**src/rtl/sparc_exu_ecl_scrubctl.sv**
```systemverilog
// -----------------------------------------------------------------------------
// sparc_exu_ecl_scrubctl
//
// Background scrub sequencer for the integer register file ECC path. It walks
// every IRF entry in order. Each entry is read through the shared IRF read port
// in a cycle where the pipeline does not use that port, and the shared ECC
// checker checks the read. Three outcomes are possible:
//   - Correctable error: a correction write is requested on the ECC-fix write
//     port. A pipeline fix that is pending always wins that port.
//   - Uncorrectable error: a one-cycle report goes to the IFU error logger.
//   - No error: the walk simply moves on.
// The entry pointer survives a disable, so a re-enable resumes the walk where
// it stopped.
//
// Ports
//   clk             core clock
//   arst_l          asynchronous active-low reset
//   scrub_en        level enable for background scrubbing
//   scrub_interval  idle cycles between attempts (0 = back-to-back)
//   disable_ce      treat a correctable error as uncorrectable
//   pipe_rd_busy    pipeline owns the IRF read port this cycle
//   scrub_rd_req    scrub read request (combinational on pipe_rd_busy)
//   scrub_rd_addr   current entry pointer
//   scrub_chk_vld   checker result valid for the outstanding scrub read
//   scrub_chk_ce    correctable error flag (qualified by scrub_chk_vld)
//   scrub_chk_ue    uncorrectable error flag (qualified by scrub_chk_vld)
//   pipe_fix_req    pipeline correction pending on the write port
//   scrub_wr_req    correction write request (combinational on pipe_fix_req)
//   scrub_wr_gnt    write accepted this cycle
//   scrub_ue_m      one-cycle uncorrectable-error report pulse
//   scrub_err_reg   entry logged with the last uncorrectable error
//   scrub_ce_cnt    saturating count of corrected entries
//   scrub_busy      sequencer is not idle
// -----------------------------------------------------------------------------
module sparc_exu_ecl_scrubctl #(
  parameter int ENT_W = 8,
  parameter int NENT  = 160,
  parameter int INT_W = 16
) (
  input  logic             clk,
  input  logic             arst_l,
  input  logic             scrub_en,
  input  logic [INT_W-1:0] scrub_interval,
  input  logic             disable_ce,
  input  logic             pipe_rd_busy,
  output logic             scrub_rd_req,
  output logic [ENT_W-1:0] scrub_rd_addr,
  input  logic             scrub_chk_vld,
  input  logic             scrub_chk_ce,
  input  logic             scrub_chk_ue,
  input  logic             pipe_fix_req,
  output logic             scrub_wr_req,
  input  logic             scrub_wr_gnt,
  output logic             scrub_ue_m,
  output logic [7:0]       scrub_err_reg,
  output logic [7:0]       scrub_ce_cnt,
  output logic             scrub_busy
);

  typedef enum logic [2:0] {
    S_IDLE = 3'd0,
    S_WAIT = 3'd1,
    S_RD   = 3'd2,
    S_CHK  = 3'd3,
    S_WR   = 3'd4
  } state_e;

  // A CE with correction disabled escalates to a UE, exactly as the pipeline
  // path treats it.
  function automatic logic eff_ue_f(input logic ce, input logic ue, input logic dis);
    eff_ue_f = ue | (ce & dis);
  endfunction

  // A simultaneous CE+UE is a UE only, so it never produces a write.
  function automatic logic eff_ce_f(input logic ce, input logic ue, input logic dis);
    eff_ce_f = ce & ~dis & ~ue;
  endfunction

  // Entry pointer successor. The walk wraps from NENT-1 back to 0.
  function automatic logic [ENT_W-1:0] ptr_next_f(input logic [ENT_W-1:0] p);
    if (p == ENT_W'(NENT - 1)) begin
      ptr_next_f = {ENT_W{1'b0}};
    end else begin
      ptr_next_f = p + {{(ENT_W-1){1'b0}}, 1'b1};
    end
  endfunction

  state_e           state_q, state_d;
  logic [ENT_W-1:0] ptr_q, ptr_d;
  logic [INT_W-1:0] cnt_q, cnt_d;
  logic             ue_q, ue_d;
  logic [7:0]       err_q, err_d;
  logic [7:0]       ce_cnt_q, ce_cnt_d;

  logic chk_ue_s;
  logic chk_ce_s;
  logic rd_req_s;
  logic wr_req_s;

  // The read is issued only while enabled. An RD state that is abandoned
  // because the enable dropped therefore never leaves a checker result with no
  // CHK state to consume it.
  assign rd_req_s = (state_q == S_RD) & ~pipe_rd_busy & scrub_en;
  assign wr_req_s = (state_q == S_WR) & ~pipe_fix_req;
  assign chk_ue_s = eff_ue_f(scrub_chk_ce, scrub_chk_ue, disable_ce);
  assign chk_ce_s = eff_ce_f(scrub_chk_ce, scrub_chk_ue, disable_ce);

  assign scrub_rd_req  = rd_req_s;
  assign scrub_wr_req  = wr_req_s;
  assign scrub_rd_addr = ptr_q;
  assign scrub_ue_m    = ue_q;
  assign scrub_err_reg = err_q;
  assign scrub_ce_cnt  = ce_cnt_q;
  assign scrub_busy    = (state_q != S_IDLE);

  // Next-state, pointer, interval counter and reporting logic.
  always_comb begin
    state_d  = state_q;
    ptr_d    = ptr_q;
    cnt_d    = cnt_q;
    ue_d     = 1'b0;
    err_d    = err_q;
    ce_cnt_d = ce_cnt_q;
    case (state_q)
      S_IDLE: begin
        if (scrub_en) begin
          cnt_d   = scrub_interval;
          state_d = S_WAIT;
        end else begin
          state_d = S_IDLE;
        end
      end
      S_WAIT: begin
        // The enable check comes first, so a drop on the last count still idles.
        if (!scrub_en) begin
          state_d = S_IDLE;
        end else if (cnt_q == {INT_W{1'b0}}) begin
          state_d = S_RD;
        end else begin
          cnt_d = cnt_q - {{(INT_W-1){1'b0}}, 1'b1};
        end
      end
      S_RD: begin
        if (!scrub_en) begin
          state_d = S_IDLE;
        end else if (!pipe_rd_busy) begin
          state_d = S_CHK;
        end else begin
          state_d = S_RD;
        end
      end
      S_CHK: begin
        // Once the read is out, the entry always completes regardless of the enable.
        if (scrub_chk_vld) begin
          if (chk_ue_s) begin
            ue_d    = 1'b1;
            err_d   = 8'(ptr_q);
            ptr_d   = ptr_next_f(ptr_q);
            cnt_d   = scrub_interval;
            state_d = scrub_en ? S_WAIT : S_IDLE;
          end else if (chk_ce_s) begin
            state_d = S_WR;
          end else begin
            ptr_d   = ptr_next_f(ptr_q);
            cnt_d   = scrub_interval;
            state_d = scrub_en ? S_WAIT : S_IDLE;
          end
        end else begin
          state_d = S_CHK;
        end
      end
      S_WR: begin
        if (wr_req_s && scrub_wr_gnt) begin
          if (ce_cnt_q != 8'hFF) begin
            ce_cnt_d = ce_cnt_q + 8'd1;
          end else begin
            ce_cnt_d = ce_cnt_q;
          end
          ptr_d   = ptr_next_f(ptr_q);
          cnt_d   = scrub_interval;
          state_d = scrub_en ? S_WAIT : S_IDLE;
        end else begin
          state_d = S_WR;
        end
      end
      default: begin
        state_d = S_IDLE;
      end
    endcase
  end

  // State and datapath registers with asynchronous reset.
  always_ff @(posedge clk or negedge arst_l) begin
    if (!arst_l) begin
      state_q  <= S_IDLE;
      ptr_q    <= {ENT_W{1'b0}};
      cnt_q    <= {INT_W{1'b0}};
      ue_q     <= 1'b0;
      err_q    <= 8'h00;
      ce_cnt_q <= 8'h00;
    end else begin
      state_q  <= state_d;
      ptr_q    <= ptr_d;
      cnt_q    <= cnt_d;
      ue_q     <= ue_d;
      err_q    <= err_d;
      ce_cnt_q <= ce_cnt_d;
    end
  end

endmodule

```
**config.mk**
```make
export PLATFORM = sky130hd
export DESIGN_NAME = sparc_exu_ecl_scrubctl
export DESIGN_NICKNAME = d
export VERILOG_FILES = /design/src/rtl/sparc_exu_ecl_scrubctl.sv
export SDC_FILE = /design/constraint.sdc
export NUM_CORES = 1
export LEC_CHECK = 0
export ABC_AREA = 1
export CORE_ASPECT_RATIO = 0.8
export CORE_UTILIZATION = 40
export DETAILED_ROUTE_END_ITERATION = 6
export SYNTH_ARGS = -nofsm -noshare
export SYNTH_HDL_FRONTEND = slang
export SYNTH_SLANG_ARGS = --single-unit
```
**constraint.sdc**
```tcl
create_clock -name clk -period 1.8 [get_ports clk]
set_input_delay 0.18 -clock clk [delete_from_list [all_inputs] [get_ports clk]]
set_output_delay 0.18 -clock clk [all_outputs]
set_load 0.01 [all_outputs]
```
==> impl_metrics.ini, run 1 <==
[placed_design]
place_area_um2 = 3400
place.gp.congestion = 0.816
placed_cells = 525
hpwl_um = 4650
io_buffers = 53

[setup_path]
cp-end-kind = flop
start_kind = flop
crit_buf_inv = 3
worst_path_max_delay_cell = dfrtp_1
required_ns = 2.03
cpLargestDelayFamily = simple AND/OR/NAND/NOR gates
critPathMaxFanout = 9
crit_type = reg -> reg
critPathMaxStageDelay_ns = 0.42
path_cells = buf_4 > nand3_2 > inv_1 > nand2_1 > nand2_1 > nor2_2 > buf_4 > nand3_1 > o21ai_0
crit_arrival_ns = 1.90

[power_and_ir_drop]
p_leak_nw = 1.74
max-vdd-ir-drop_mv = 0.672
p_per_area_nw_per_um2 = 1490
power.total_mw = 5.28

[hold_path]
hold_class = in -> async

[detailed_routing]
dr_wl_met3_um = 427
met2_length_um = 2810
wl_met1_um = 3160
wl_um = 6440
wl_per_cell_um = 12.0
vias_per_cell = 4.81
drcViolationCount = 0
drtPass1Iterations = 4
postRouteAntennaNets = 0
dr.first_iter.drc_count = 73
top_layer = met4
vias = 2575

[clocking]
cts.sinks = 44
clk-insertion-delay-late_ns = 0.30
cts_buffers = 5
cts.clk_slew.worst_paths_ns = 0.09
root_buffer = clkbuf_8
h-tree-depth = 2
cts_tree = done
cts_max_path_buffers = 2

[floorplan]
fp.dieH_um = 75.1
die_w_um = 93.4
start_util = 0.417
dieArea_um2 = 7010
io-pin-count = 54
rows = 26
coreArea_um2 = 6410

[global_route]
antenna_found_initial = 0
grt.overflow.total = 0
grt_max_degree = 45
grt_pass1_wl_um = 10600
grt_pass1_vias = 2323
grt.total_usage = 0.194

[synthesis]
ys_seq_elements = 44
yosysSeqAreaShare = 0.412
ys_warn_count = 0
synthCells = 377
synth_nets = 407
syn_avg_cell_area_um2 = 7.09
syn_area_um2 = 2670
synth_cell_types = 24

[sta]
setup_tns_ns = 0
finalClockSkew_ns = 0.00588
slew_violations = 0
min_period_ns = 1.67
rsz0062_at_grt = no
setup_viol = 0
relSlewSlack = 0.765
finalCritPeriodShare = 0.926
worst_pin_slew_ns = 0.352
hold_viol = 0
max_freq_ghz = 0.600

[cells_and_area]
final_cells = 535
final_common_cell = nand2_1
fin_nets = 480
fin_area_um2 = 3550
regMostFlops = cnt_q
area_growth_pct = 33.0
drive_gt1_frac = 0.124
largest_reg_flops = 16
num_antenna_cells = 0
layout_common_cells = 128 x nand2_1, 49 x clkdlybuf4s50_1, 43 x inv_1, 43 x dfrtp_1, 36 x nor2_1

[outcome]
status = finished, final reports clean

[run]
maxCapViolations = 0
[per-layer routing]
layer  vias to the layer above  global-route usage
li1                       1343                   -
met1                      1179               0.252
met2                        51               0.323
met3                         2              0.0576
met4                         0              0.0479
met5                         -                   0
[cell usage after synthesis]
library cell,count,area [µm²]
nand2_1,128,480
dfrtp_1,44,1100
inv_1,44,165
nor2_1,38,143
nand3_1,28,140
o21ai_0,26,130
nand4_1,9,56.3
a21oi_1,8,40.0
o21ai_2,8,70.1
nor2_2,5,31.3
nor3_1,5,25.0
xor2_1,5,43.8
buf_6,4,45.0
ha_1,4,50.1
xnor2_1,4,35.0
inv_2,3,11.3
nand3_2,3,30.0
or2_2,3,18.8
buf_2,2,10.0
o21ai_1,2,10.0
nor2_4,1,11.3
nor3_2,1,10.0
nor4_1,1,6.26
o211ai_1,1,7.51
[stage by stage]
| step | worst slack [ns] | hold WS (ns) | util |
|---|---|---|---|
| floorplan | 0.282 | -0.116 | - |
| CTS | 0.0514 | 0.400 | 0.552 |
| finish | 0.133 | 0.376 | 0.554 |
| detailed placement | -0.0836 | 0.184 | 0.530 |
| global route | 0.00119 | 0.402 | 0.554 |
| global placement | -0.0343 | 0.180 | 0.530 |
[worst paths after layout]
path	from	endpoint	slack [ns]	cells after the start
max in group asynchronous	arst_l	state_q[0]$_DFFE_PN0P_	1.20	3
min	arst_l	cnt_q[7]$_DFFE_PN0P_	0.38	3
max	state_q[1]$_DFFE_PN0P_	scrub_rd_addr[0]$_DFFE_PN0P_	0.13	9
min reg2reg	scrub_err_reg[4]$_DFFE_PN0P_	scrub_err_reg[4]$_DFFE_PN0P_	0.49	2
min in group clk	scrub_chk_vld	scrub_ue_m$_DFF_PN0_	0.49	3
max reg2reg	state_q[1]$_DFFE_PN0P_	scrub_rd_addr[0]$_DFFE_PN0P_	0.13	9
[repair_timing]
item / CTS / global route
endpoints found under the setup margin: 2 / 6
pin swaps: 1 / 0
buffers inserted: 1 / 0
endpoints found under the hold margin: 44 / 0
gates resized for setup: 5 / 4
hold buffers: 1 / 0
[tightest hold or removal path, stage by stage]
cell           delay, ns
dlygate4sd3_1       0.52
buf_2               0.12
buf_12              0.24
[logic make-up (layout without fill, tap and decap cells)]
| family | Yosys count | in the layout | synth area share |
|---|---|---|---|
| adders and majority gates | 4 | 4 | 0.0187 |
| AOI/OAI and AO/OA | 45 | 45 | 0.0965 |
| buffers and inverters | 53 | 127 | 0.0867 |
| and+or+nand+nor | 222 | 222 | 0.356 |
| xor gates and xnor gates | 9 | 9 | 0.0295 |
| DFF | 44 | 44 | 0.412 |
[final cells by class]
cell class                 count  area (µm²)
timing repair buffer          72         696
fill                         611        2860
multi-input combinational    280        1360
sequential                    44        1100
clock inverter                 3        46.3
tap                           84         105
inverter                      47         176
clock buffer                   5        68.8
[report_power, final]
group	internal [mW]	leakage, nW	switching [mW]
clock network	0.419	0.0548	0.385
logic	1.17	1.14	1.52
registers	1.38	0.544	0.399
No activity file was read; power rests on OpenSTA's default activity.
==> inputs of run 2 (changes only) <==
--- a/config.mk
+++ b/config.mk
@@ -9,6 +9,7 @@
 export CORE_ASPECT_RATIO = 0.8
 export CORE_UTILIZATION = 40
 export DETAILED_ROUTE_END_ITERATION = 6
+export SETUP_SLACK_MARGIN = 0.4
 export SYNTH_ARGS = -nofsm -noshare
 export SYNTH_HDL_FRONTEND = slang
 export SYNTH_SLANG_ARGS = --single-unit
==> run 2 against run 1 <==
Clock skew rose by 0.0040 ns. Setup slack better by 0.11 ns. Combinational power rose by 30%.
==> impl_metrics.ini, run 2 (synthesized netlist as in run 1, its figures left out) <==
[global_route]
grt.total_usage = 0.214
antenna_found_initial = 0
grt_max_degree = 26
grt_pass1_wl_um = 11600
grt.overflow.total = 0
grt_pass1_vias = 2594

[detailed_routing]
drtPass1Iterations = 4
dr.first_iter.drc_count = 96
vias = 2834
wl_um = 7690
wl_per_cell_um = 13.3
vias_per_cell = 4.89
postRouteAntennaNets = 0
drcViolationCount = 0

[setup_path]
r2r-start = scrub_ce_cnt[1]$_DFFE_PN0P_
cp-end-kind = flop
cp-endpoint = scrub_ce_cnt[0]$_DFFE_PN0P_
crit_type = reg -> reg
rrSetupSlack_ns = 0.24
crit_start = scrub_ce_cnt[1]$_DFFE_PN0P_
timing.rr.end = scrub_ce_cnt[0]$_DFFE_PN0P_
required_ns = 2.04
reg2regPathDepth = 7
crit_arrival_ns = 1.80
start_kind = flop
critPathMaxFanout = 7

[sta]
rsz0062_at_grt = yes
max_freq_ghz = 0.641
slew_violations = 0
relSlewSlack = 0.658
holdWs_ns = 0.367
setup_viol = 0
finalCritPeriodShare = 0.866
worst_pin_slew_ns = 0.514
min_period_ns = 1.56
hold_viol = 0
finalClockSkew_ns = 0.00989

[cells_and_area]
largest_reg_flops = 16
final_cells = 579
regMostFlops = cnt_q
layout_common_cells = 108 x nand2_1, 43 x buf_4, 41 x dfrtp_1
final_common_cell = nand2_1
fin_nets = 524
n_fill_cell = 526
drive_gt1_frac = 0.313
area_growth_pct = 59.2
num_antenna_cells = 0

[power_and_ir_drop]
p_per_area_nw_per_um2 = 1420
max-vdd-ir-drop_mv = 0.650
p_leak_nw = 2.18

[floorplan]
start_util = 0.417
rows = 26
dieArea_um2 = 7010
die_w_um = 93.4
fp.dieH_um = 75.1
io-pin-count = 54
coreArea_um2 = 6410

[clocking]
h-tree-depth = 2
clk-insertion-delay-late_ns = 0.31
root_buffer = clkbuf_8
cts.sinks = 44
cts_buffers = 5
cts_tree = done
cts.clk_slew.worst_paths_ns = 0.10
cts_max_path_buffers = 2

[placed_design]
placed_cells = 522
hpwl_um = 4500
io_buffers = 53
place.gp.congestion = 0.797

[outcome]
status = finished, final reports clean

[run]
maxCapViolations = 0

[hold_path]
hold_class = in -> async
## run 2: cell count changes in the layout (fill, tap and decap cells not counted), sizes merged
cell	change
buf	+45
clkbuf	+1
clkdlybuf4s50	-26
dlygate4sd2	+14
dlymetal6s2s	+9
nand3	+1
## run 2: worst max-delay path, cell delays in order, from the launching register on
cell	delay [ns]
dfrtp_1	0.45
ha_4	0.19
nand3_4	0.09
nor3_4	0.24
nand3_2	0.11
nand3_4	0.12
buf_12	0.15
xor2_1	0.14
## run 2: what timing repair did
item	in CTS	in global routing
hold endpoints to repair	19	0
resized for setup	86	60
endpoints found under the setup margin	65	55
pin swaps	27	20
buffers inserted	37	9
hold buffers	1	0
gates cloned	1	1
## run 2: worst min-delay path by stage
stage               startpoint                           end  slack, ns  cells after the start
global route            arst_l  scrub_err_reg[7]$_DFFE_PN0P_       0.41                      2
global placement        arst_l          cnt_q[2]$_DFFE_PN0P_       0.18                      1
finish                  arst_l         cnt_q[12]$_DFFE_PN0P_       0.37                      2
floorplan               arst_l          cnt_q[0]$_DFFE_PN0P_      -0.12                      0
CTS                     arst_l          cnt_q[3]$_DFFE_PN0P_       0.39                      2
detailed placement      arst_l          cnt_q[3]$_DFFE_PN0P_       0.18                      1
## run 2: metal layers
layer	global-route usage	vias to the layer above	wire (µm)
met2	0.370	82	3680
met1	0.269	1297	3420
met3	0.0495	17	422
met5	0	-	0
met4	0.0684	0	165
li1	-	1438	-
## run 2: through the flow
stage	power, mW	cell area, µm²	TNS [ns]	util	setup WS, ns
after global routing	6.56	4250	0	0.663	0.131
after global placement	4.42	3390	-0.0369	0.529	-0.0369
after floorplan	3.44	2690	0	-	0.367
final	6.06	4250	0	0.663	0.241
after CTS	5.76	3970	0	0.619	0.292
after detailed placement	4.44	3390	-0.0830	0.529	-0.0799
## run 2: layout make-up
type | instances | area (µm²) | share of cell area
Inverter | 47 | 194 | 0.0456
Sequential cell | 44 | 1100 | 0.260
Clock inverter | 3 | 46.3 | 0.0109
Multi-Input combinational cell | 281 | 1630 | 0.384
Clock buffer | 5 | 68.8 | 0.0162
Timing Repair Buffer | 115 | 1100 | 0.259
Tap cell | 84 | 105 | 0.0247
## run 2: where the power goes
group | total, mW | internal (mW) | leakage (nW) | switching [mW]
Sequential | 1.74 | 1.39 | 0.541 | 0.359
Clock | 0.809 | 0.419 | 0.0548 | 0.390
Combinational | 3.50 | 1.61 | 1.58 | 1.89
Total | 6.06 | 3.41 | 2.18 | 2.64
